### src/rtl/run_monitor.sv
// rtl/run_monitor.sv - cycle/event counter with halt-confirm and watchdog-timeout FSM
module run_monitor #(
    parameter int CNT_W        = 32,
    parameter int PC_W         = 16,
    parameter int NUM_EVT      = 4,
    parameter int CYCLES_LIMIT = 100000,
    parameter int HALT_CONFIRM = 1
) (
    input  logic                     clk,
    input  logic                     rst_n,
    input  logic                     clr,
    input  logic                     hlt,
    input  logic [PC_W-1:0]          pc,
    input  logic [NUM_EVT-1:0]       evt,
    output logic [CNT_W-1:0]         cycles,
    output logic [NUM_EVT*CNT_W-1:0] evt_cnt,
    output logic [PC_W-1:0]          halt_pc,
    output logic                     done,
    output logic                     timeout,
    output logic [1:0]               state
);

    typedef enum logic [1:0] {
        RUN     = 2'b00,
        CONFIRM = 2'b01,
        HALTED  = 2'b10,
        TIMEOUT = 2'b11
    } state_t;

    // A limit wider than the counter can never be reached, so the watchdog is disabled.
    localparam bit              LIMIT_FITS  = ((CYCLES_LIMIT >> CNT_W) == 0);
    localparam logic [CNT_W-1:0] LIMIT      = CNT_W'(CYCLES_LIMIT);
    localparam logic [8:0]      CONFIRM_LEN = 9'(HALT_CONFIRM);

    state_t                     state_q, state_d;
    logic [CNT_W-1:0]           cycles_q, cycles_d;
    logic [NUM_EVT*CNT_W-1:0]   evt_cnt_q, evt_cnt_d;
    logic [PC_W-1:0]            halt_pc_q, halt_pc_d;
    logic [7:0]                 run_len_q, run_len_d;
    logic                       done_q, done_d;
    logic                       timeout_q, timeout_d;
    logic                       active;
    logic [8:0]                 run_len_inc;

    assign active      = (state_q == RUN) || (state_q == CONFIRM);
    assign run_len_inc = {1'b0, run_len_q} + 9'd1;

    always_ff @(posedge clk or negedge rst_n) begin
        if (!rst_n) begin
            state_q   <= RUN;
            cycles_q  <= '0;
            evt_cnt_q <= '0;
            halt_pc_q <= '0;
            run_len_q <= '0;
            done_q    <= 1'b0;
            timeout_q <= 1'b0;
        end else begin
            state_q   <= state_d;
            cycles_q  <= cycles_d;
            evt_cnt_q <= evt_cnt_d;
            halt_pc_q <= halt_pc_d;
            run_len_q <= run_len_d;
            done_q    <= done_d;
            timeout_q <= timeout_d;
        end
    end

    always_comb begin
        state_d   = state_q;
        cycles_d  = cycles_q;
        evt_cnt_d = evt_cnt_q;
        halt_pc_d = halt_pc_q;
        run_len_d = run_len_q;

        if (active) begin
            cycles_d = cycles_q + 1'b1;
            for (int i = 0; i < NUM_EVT; i++) begin
                if (evt[i] && (evt_cnt_q[i*CNT_W +: CNT_W] != {CNT_W{1'b1}})) begin
                    evt_cnt_d[i*CNT_W +: CNT_W] = evt_cnt_q[i*CNT_W +: CNT_W] + 1'b1;
                end
            end

            if (hlt) begin
                run_len_d = run_len_inc[7:0];
                if (run_len_q == 8'd0) begin
                    halt_pc_d = pc;
                end
            end else begin
                run_len_d = '0;
            end

            // Halt qualification outranks the watchdog when both land on one edge.
            if (hlt && (run_len_inc >= CONFIRM_LEN)) begin
                state_d = HALTED;
            end else if (LIMIT_FITS && (cycles_d == LIMIT)) begin
                state_d = TIMEOUT;
            end else if (hlt) begin
                state_d = CONFIRM;
            end else begin
                state_d = RUN;
            end
        end

        if (clr) begin
            state_d   = RUN;
            cycles_d  = '0;
            evt_cnt_d = '0;
            halt_pc_d = '0;
            run_len_d = '0;
        end

        done_d    = (state_d == HALTED);
        timeout_d = (state_d == TIMEOUT);
    end

    assign state   = state_q;
    assign cycles  = cycles_q;
    assign evt_cnt = evt_cnt_q;
    assign halt_pc = halt_pc_q;
    assign done    = done_q;
    assign timeout = timeout_q;

endmodule
### config.mk
export PLATFORM = sky130hd
export DESIGN_NAME = run_monitor
export DESIGN_NICKNAME = d
export VERILOG_FILES = /design/src/rtl/run_monitor.sv
export SDC_FILE = /design/constraint.sdc
export NUM_CORES = 1
export LEC_CHECK = 0
export CAP_MARGIN = 20
export CORE_ASPECT_RATIO = 1.75
export CORE_MARGIN = 1
export CORE_UTILIZATION = 50
export CTS_BUF_LIST = sky130_fd_sc_hd__clkbuf_16
export DETAILED_ROUTE_END_ITERATION = 16
export PLACE_DENSITY = 0.82
export REMOVE_ABC_BUFFERS = 1
export SYNTH_ARGS = -nofsm -noshare
export SYNTH_HDL_FRONTEND = slang
export SYNTH_SLANG_ARGS = --single-unit
### constraint.sdc
create_clock -name clk -period 6.55 [get_ports clk]
set_clock_uncertainty 0.15 [all_clocks]
set_input_delay 1.31 -clock clk [delete_from_list [all_inputs] [get_ports clk]]
set_output_delay 1.31 -clock clk [all_outputs]
set_load 0.03 [all_outputs]
==> metrics.log, run 1 <==
[metrics] Max-Cap Viols: 0
[metrics] worst ir drop on vdd: 170 uV
[metrics] Initial DRC Count: 428
[metrics] Yosys top cell area share: 46.7%
[metrics] global-route wire length before repair: 41.2 mm
[metrics] slew margin rel.: 33.9%
[metrics] number of warnings printed during yosys synthesis: 0
[metrics] cell accounting for the most synthesized area: sky130_fd_sc_hd__dfrtp_1
[metrics] slew of the pin with the lowest slew margin: 0.987 ns
[metrics] count of pins on the block boundary: 204
[metrics] largest net degree at the start of global routing: 117
[metrics] synthesized area per cell: 9.08 sq um
[metrics] count of TritonRoute iterations in the first routing pass: 5
[metrics] overall die height: 190 um
[metrics] combined area of the multi-input logic cells: 0.00510 sq mm
[metrics] result of the run: complete, no violations
[metrics] Netlist cell types: 56
[metrics] overall global routing resource usage: 25.1%
[metrics] count of hold-fix buffers inserted at cts: 0
[metrics] global routing usage on met3: 4.11%
[metrics] sequential fraction of the synthesis area: 46.7%
[metrics] met2 global-route usage: 43.2%
[metrics] clock tree from TritonCTS: yes
[metrics] hold path start: halt_pc[2]$_DFFE_PN0P_
[metrics] number of synthesized flops with an enable pin: 0
[metrics] initial cell density of the core: 51.1%
[metrics] PostCTS Resize Cnt: 0
[metrics] total area of sequential cells: 0.00470 sq mm
[metrics] source-to-sink clock delay at the later pin of the worst-skew pair: 0.44 ns
[metrics] number of pins with negative max-slew slack in the final report: 0
[metrics] Post-synth ARST share: 100%
[metrics] CP Launch Type: input port
[metrics] post-synthesis sequential element count: 188
[metrics] master cell of the clock root buffer: sky130_fd_sc_hd__clkbuf_16
[metrics] post-CTS clock slew at the launch and capture registers of the worst setup and hold paths: 0.07 ns
[metrics] Final HPWL DP: 17.2 mm
[metrics] Port-buffer cells: 203
[metrics] die boundary width: 109 um
[metrics] Crit Path Max Fanout: 8
[metrics] nets: 1317
[metrics] Ant. Diodes: 0
[metrics] final clock period utilization by the worst path: 54.3%
[metrics] Final Hold Vio Count: 0
[metrics] site row count: 68
[metrics] total CTS buffers: 17
[metrics] most frequently used flop master after synthesis: sky130_fd_sc_hd__dfrtp_1
[metrics] maximum root-to-sink buffer count: 2
[metrics] CP arrival: 3.69 ns
[metrics] most used routing layer: met2
[metrics] worst setup margin: 2.99 ns
[metrics] R2R Path Start: cycles[2]$_DFFE_PN0P_
[metrics] number of nets with antenna violations after detailed routing: 0
[metrics] synthesis-to-finish area growth: 27.3%
[metrics] kind of path behind the tightest hold check: register to register
[metrics] number of global-route vias before repair: 8513
[metrics] category of the worst setup path capture point: register
[metrics] layout cells sized above 1: 3.86%
[metrics] routed via count divided by cell count: 5.64
[metrics] Clock Sink Count: 188
[metrics] top area cells in the synthesized netlist: sky130_fd_sc_hd__dfrtp_1 47%, sky130_fd_sc_hd__xor2_1 7.2%, sky130_fd_sc_hd__nor2_1 6.9%, sky130_fd_sc_hd__xnor2_1 6.7%, sky130_fd_sc_hd__nand2_1 4.7%
[metrics] setup repair after global routing missed its margin: false
[metrics] final weighted congestion of routability-driven global placement: 0.874
[metrics] overall routed net length: 25.0 mm
[metrics] wire length per cell: 16.2 um
[metrics] standard cell core area: 0.0197 sq mm
[metrics] leftover overflow at the end of global routing: 0
[metrics] final critical-path required period: 3.56 ns
[metrics] post-route setup TNS: 0 ns
[metrics] maximum frequency from static timing analysis: 281 MHz
[metrics] number of antenna violations at the first check in global routing: 0
[metrics] H-tree Lvls: 4
[metrics] critical setup path kind: input port to register
[metrics] fill cell total of the finished layout: 1615
[metrics] count of vias placed by the detailed router: 8703
[metrics] cell area after technology mapping: 0.0101 sq mm
[metrics] minimum setup slack after placement: 2.53 ns
[metrics] Worst EP required: 6.69 ns
[metrics] final count of negative-setup-slack endpoints: 0
[metrics] post-route DRC violation count: 0
[metrics] total die area: 0.0208 sq mm
[metrics] global routing met1 resource utilization: 29.4%
[metrics] Power per Cell Area: 189 mW/mm^2
[metrics] Post-CTS Setup Repair Bufs: 0
[metrics] Syn Inst Count: 1110
[metrics] Leak Pwr: 5.17 nW
[metrics] Critical Path Start: evt[2]
[per-layer routing]
| layer | share of wire, % | up-vias |
|---|---|---|
| met3 | 3.5 | 70 |
| li1 | - | 4166 |
| met1 | 40 | 4236 |
| met2 | 52 | 231 |
| met4 | 4.0 | 0 |
| met5 | 0 | - |
[report_power, final]
part | total (mW) | internal (mW) | leakage, nW | switching (mW)
Combinational | 0.173 | 0.0580 | 2.26 | 0.115
Sequential | 1.19 | 1.17 | 2.61 | 0.0179
Clock | 1.06 | 0.601 | 0.298 | 0.455
[stage by stage]
stage               power (mW)  hold WS (ns)  area (sq um)  util (%)  instances
finish                    2.42         0.371         12800      65.0       1542
detailed placement        1.39         0.359         12200      62.0       1510
global placement          1.38         0.351         12200      62.0       1510
floorplan                 1.29         0.324          9870         -       1058
global route              2.51         0.400         12800      65.0       1542
CTS                       2.45         0.368         12800      65.0       1542
[worst max-delay path, stage by stage]
cell and delay (ns):
sky130_fd_sc_hd__clkdlybuf4s50_1 0.48, sky130_fd_sc_hd__nor2b_1 0.41, sky130_fd_sc_hd__nand4_1 0.16, sky130_fd_sc_hd__or2_2 0.31, sky130_fd_sc_hd__a211oi_1 0.59, sky130_fd_sc_hd__and3_1 0.26, sky130_fd_sc_hd__xnor2_1 0.11, sky130_fd_sc_hd__nor2_1 0.05
[synth_stat cells, drive strengths merged (14+ instances only)]
library cell	instances
a21oi	34
and3	38
and4	17
buf	14
clkbuf	38
dfrtp	188
inv	17
nand2	126
nand3	55
nand4	53
nor2	186
nor3	25
nor4	24
o21ai	28
xnor2	77
xor2	83
[cell usage in the layout, fill, tap and decap left out, drive strengths merged, types with 4 or more instances in the layout]
cell,instances
clkbuf,18
xor2,83
nor2,186
a21oi,34
o21ai,28
dfrtp,188
and4,17
nor4,24
nor4b,5
nand4,53
buf,5
nand2b,9
and2,13
or2,4
clkdlybuf4s50,201
nand2,126
nor3,25
or4,5
xnor2,77
nand3,55
and3,38
ha,9
or3,13
a31oi,6
inv,21
clkinv,8
nor2b,10
[final cells by class]
type / count / area share (%)
Tap cell: 245 / 2.39
Inverter: 17 / 0.497
Sequential cell: 188 / 36.6
Clock buffer: 17 / 3.31
Clock inverter: 15 / 1.35
Timing Repair Buffer: 207 / 16.1
Multi-Input combinational cell: 853 / 39.7
[logic make-up after synthesis]
group                      Yosys count  share of synthesized area (%)
muxes                                3                          0.298
DFF                                188                           46.7
and+or+nand+nor                    589                           29.2
AOI/OAI and AO/OA                   92                           6.03
xor gates and xnor gates           160                           13.9
buffers and inverters               69                           2.78
adders and majority gates            9                           1.12
[state kept, by name, indices dropped and copies added, names as in the netlist]
signal	flops
evt_cnt	128
cycles	32
halt_pc	16
run_len_q	8
timeout	1
state	2
done	1
[final timing paths]
kind,endpoint,slack (ns),depth (start not counted)
worst max-delay path,evt_cnt[87]$_DFFE_PN0P_,2.99,8
max in group asynchronous,evt_cnt[66]$_DFFE_PN0P_,4.33,2
worst max register to register,timeout$_DFF_PN0_,3.57,7
worst min register to register,halt_pc[2]$_DFFE_PN0P_,0.37,2
min in group asynchronous,cycles[8]$_DFFE_PN0P_,0.71,1
worst min-delay path,halt_pc[2]$_DFFE_PN0P_,0.37,2
No activity file was read; power rests on OpenSTA's default activity.
==> inputs of run 2 (changes only) <==
--- a/config.mk
+++ b/config.mk
@@ -8,10 +8,10 @@
 export CAP_MARGIN = 20
 export CORE_ASPECT_RATIO = 1.75
 export CORE_MARGIN = 1
-export CORE_UTILIZATION = 50
+export CORE_UTILIZATION = 47
 export CTS_BUF_LIST = sky130_fd_sc_hd__clkbuf_16
 export DETAILED_ROUTE_END_ITERATION = 16
-export PLACE_DENSITY = 0.82
+export PLACE_DENSITY = 0.81
 export REMOVE_ABC_BUFFERS = 1
 export SYNTH_ARGS = -nofsm -noshare
 export SYNTH_HDL_FRONTEND = slang
==> constraint.sdc (replaced) <==
create_clock -name clk -period 3 [get_ports clk]
set_clock_uncertainty 0.15 [all_clocks]
set_input_delay 0.6 -clock clk [delete_from_list [all_inputs] [get_ports clk]]
set_output_delay 0.6 -clock clk [all_outputs]
set_load 0.03 [all_outputs]
==> metrics.log, run 2 (same netlist as run 1, synthesis figures left out) <==
[metrics] Power per Cell Area: 402 mW/mm^2 (+110%)
[metrics] slew margin rel.: 38.1% (+4.3 points)
[metrics] post-CTS clock slew at the launch and capture registers of the worst setup and hold paths: 0.06 ns (about the same)
[metrics] source-to-sink clock delay at the later pin of the worst-skew pair: 0.43 ns (about the same)
[metrics] Final HPWL DP: 18.5 mm (+7.2%)
[metrics] master cell of the clock root buffer: sky130_fd_sc_hd__clkbuf_16
[metrics] H-tree Lvls: 4 (unchanged)
[metrics] leftover overflow at the end of global routing: 0 (unchanged)
[metrics] overall global routing resource usage: 24.3% (-0.79 points)
[metrics] initial cell density of the core: 48.2% (-2.9 points)
[metrics] Clock Sink Count: 188 (unchanged)
[metrics] final count of negative-setup-slack endpoints: 0 (unchanged)
[metrics] Max-Cap Viols: 0 (unchanged)
[metrics] CP Launch Type: register
[metrics] Port-buffer cells: 203 (unchanged)
[metrics] synthesis-to-finish area growth: 29.2%
[metrics] result of the run: complete, no violations
[metrics] category of the worst setup path capture point: output pin
[metrics] Ant. Diodes: 0 (unchanged)
[metrics] minimum setup slack after placement: 0.194 ns (-2.34 ns)
[metrics] worst setup margin: 0.243 ns (-2.75 ns)
[metrics] count of vias placed by the detailed router: 8805 (+1.2%)
[metrics] leading cell type in the layout, fill and taps excluded: sky130_fd_sc_hd__clkdlybuf4s50_1
[metrics] global-route wire length before repair: 42.9 mm (+4.1%)
[metrics] maximum root-to-sink buffer count: 2 (unchanged)
[metrics] total CTS buffers: 17 (unchanged)
[metrics] kind of path behind the tightest hold check: input port to register
[metrics] Initial DRC Count: 633 (+48%)
[metrics] clock tree from TritonCTS: yes
[metrics] number of antenna violations at the first check in global routing: 0 (unchanged)
[metrics] count of pins on the block boundary: 204 (unchanged)
[metrics] number of pins with negative max-slew slack in the final report: 0 (unchanged)
[metrics] standard cell core area: 0.0209 sq mm (+6.0%)
[metrics] setup repair after global routing missed its margin: false
[metrics] Critical Path Start: state[1]$_DFF_PN0_
[metrics] worst ir drop on vdd: 310 uV (+82%)
[metrics] largest net degree at the start of global routing: 101 (-14%)
[metrics] fill cell total of the finished layout: 1738 (+7.6%)
[metrics] final critical-path required period: 2.76 ns
[metrics] crit-path max cell delay: 0.80 ns (+0.21 ns)
[metrics] DP Area: 0.0124 sq mm (+1.6%)
[metrics] number of global-route vias before repair: 8714 (+2.4%)
[metrics] post-route DRC violation count: 0 (unchanged)
[metrics] R2R Path Start: cycles[2]$_DFFE_PN0P_
[metrics] wire length per cell: 16.7 um (+3.0%)
[metrics] hold path start: clr
[metrics] critical setup path kind: register to output pin
[metrics] post-route setup TNS: 0 ns (unchanged)
[metrics] commonest non-fill, non-tap cells in the layout: 201 x sky130_fd_sc_hd__clkdlybuf4s50_1, 188 x sky130_fd_sc_hd__dfrtp_1, 186 x sky130_fd_sc_hd__nor2_1, 126 x sky130_fd_sc_hd__nand2_1, 83 x sky130_fd_sc_hd__xor2_1
[metrics] overall die height: 196 um (+3.1%)
[metrics] post-route design area: 0.0130 sq mm (+1.5%)
[metrics] routed via count divided by cell count: 5.60 (-0.76%)
[metrics] site row count: 70 (+2.9%)
[metrics] kind of cell adding the most delay to the critical path: buffers and inverters
[metrics] slew of the pin with the lowest slew margin: 0.924 ns (-0.0637 ns)
[metrics] Final Hold Vio Count: 0 (unchanged)
[metrics] Leak Pwr: 5.31 nW (+2.7%)
[metrics] utilization of the core after routing: 62.2% (-2.8 points)
[metrics] Crit Path Max Fanout: 13 (+5)
[metrics] max FFs per register: 128 (unchanged)
[metrics] number of nets with antenna violations after detailed routing: 0 (unchanged)
[metrics] Critical Path Slowest Stage Cell: sky130_fd_sc_hd__clkdlybuf4s50_1
[metrics] total die area: 0.0221 sq mm (+6.3%)
[metrics] ordered cell list for the critical path: clkdlybuf4s50_1
[metrics] nets: 1340 (+1.7%)
[metrics] Post-CTS Setup Repair Bufs: 0 (unchanged)
[metrics] CP arrival: 2.01 ns (-1.68 ns)
[metrics] layout cells sized above 1: 5.08% (+1.2 points)
[metrics] overall routed net length: 26.2 mm (+5.0%)
[metrics] worst path bufs/invs: 1 (unchanged)
[metrics] maximum frequency from static timing analysis: 363 MHz
[metrics] count of TritonRoute iterations in the first routing pass: 4 (-1)
[metrics] final weighted congestion of routability-driven global placement: 0.923 (+5.5%)
[metrics] Worst EP required: 2.25 ns (-4.44 ns)
[metrics] final clock period utilization by the worst path: 91.9%
[metrics] die boundary width: 113 um (+3.1%)
run 2: area by class of cell:
| cell class | count | area, sq um | area share [%] |
|---|---|---|---|
| Sequential cell | 188 | 4700 | 36.1 |
| Timing Repair Buffer | 230 | 2270 | 17.4 |
| Clock inverter | 15 | 143 | 1.10 |
| Inverter | 17 | 63.8 | 0.490 |
| Clock buffer | 17 | 425 | 3.27 |
| Tap cell | 252 | 315 | 2.42 |
| Multi-Input combinational cell | 853 | 5110 | 39.2 |
run 2: per-stage QoR:
stage | std cells | hold WS, ns | total power [mW]
after floorplan | 1058 | 0.154 | 2.81
after global placement | 1539 | 0.262 | 3.05
after detailed placement | 1539 | 0.264 | 3.06
after CTS | 1572 | 0.297 | 5.30
after global routing | 1572 | 0.310 | 5.42
final | 1572 | 0.322 | 5.23
run 2: metal layers:
metal,track usage (%),part of all wire [%],wire (um),vias up
met5,0,0,0,-
met4,11.0,3.1,821,0
met1,26.7,38,10100,4316
met3,3.89,3.3,875,58
met2,45.4,55,14400,234
li1,-,-,-,4197
run 2: what timing repair did:
item,4_1_cts,5_1_grt
endpoints found under the setup margin,0,1
endpoints found under the hold margin,1,0
hold buffers,1,0
resized for setup,0,1
run 2: path summary, 6_finish.rpt:
check                      cells after the start                      end  slack (ns)
max in group asynchronous                      3  evt_cnt[82]$_DFFE_PN0P_        1.59
hold / removal                                 2    cycles[8]$_DFFE_PN0P_        0.32
min in group asynchronous                      2   cycles[14]$_DFFE_PN0P_        0.39
setup / recovery                               1                 state[1]        0.24
setup reg to reg                               7        timeout$_DFF_PN0_        0.26
hold reg to reg                                2   halt_pc[6]$_DFFE_PN0P_        0.37
run 2: power by group:
| part | total (mW) | internal [mW] | switching, mW |
|---|---|---|---|
| registers | 2.60 | 2.56 | 0.0376 |
| clock network | 2.23 | 1.28 | 0.946 |
| logic | 0.402 | 0.144 | 0.258 |
| total | 5.23 | 3.99 | 1.24 |
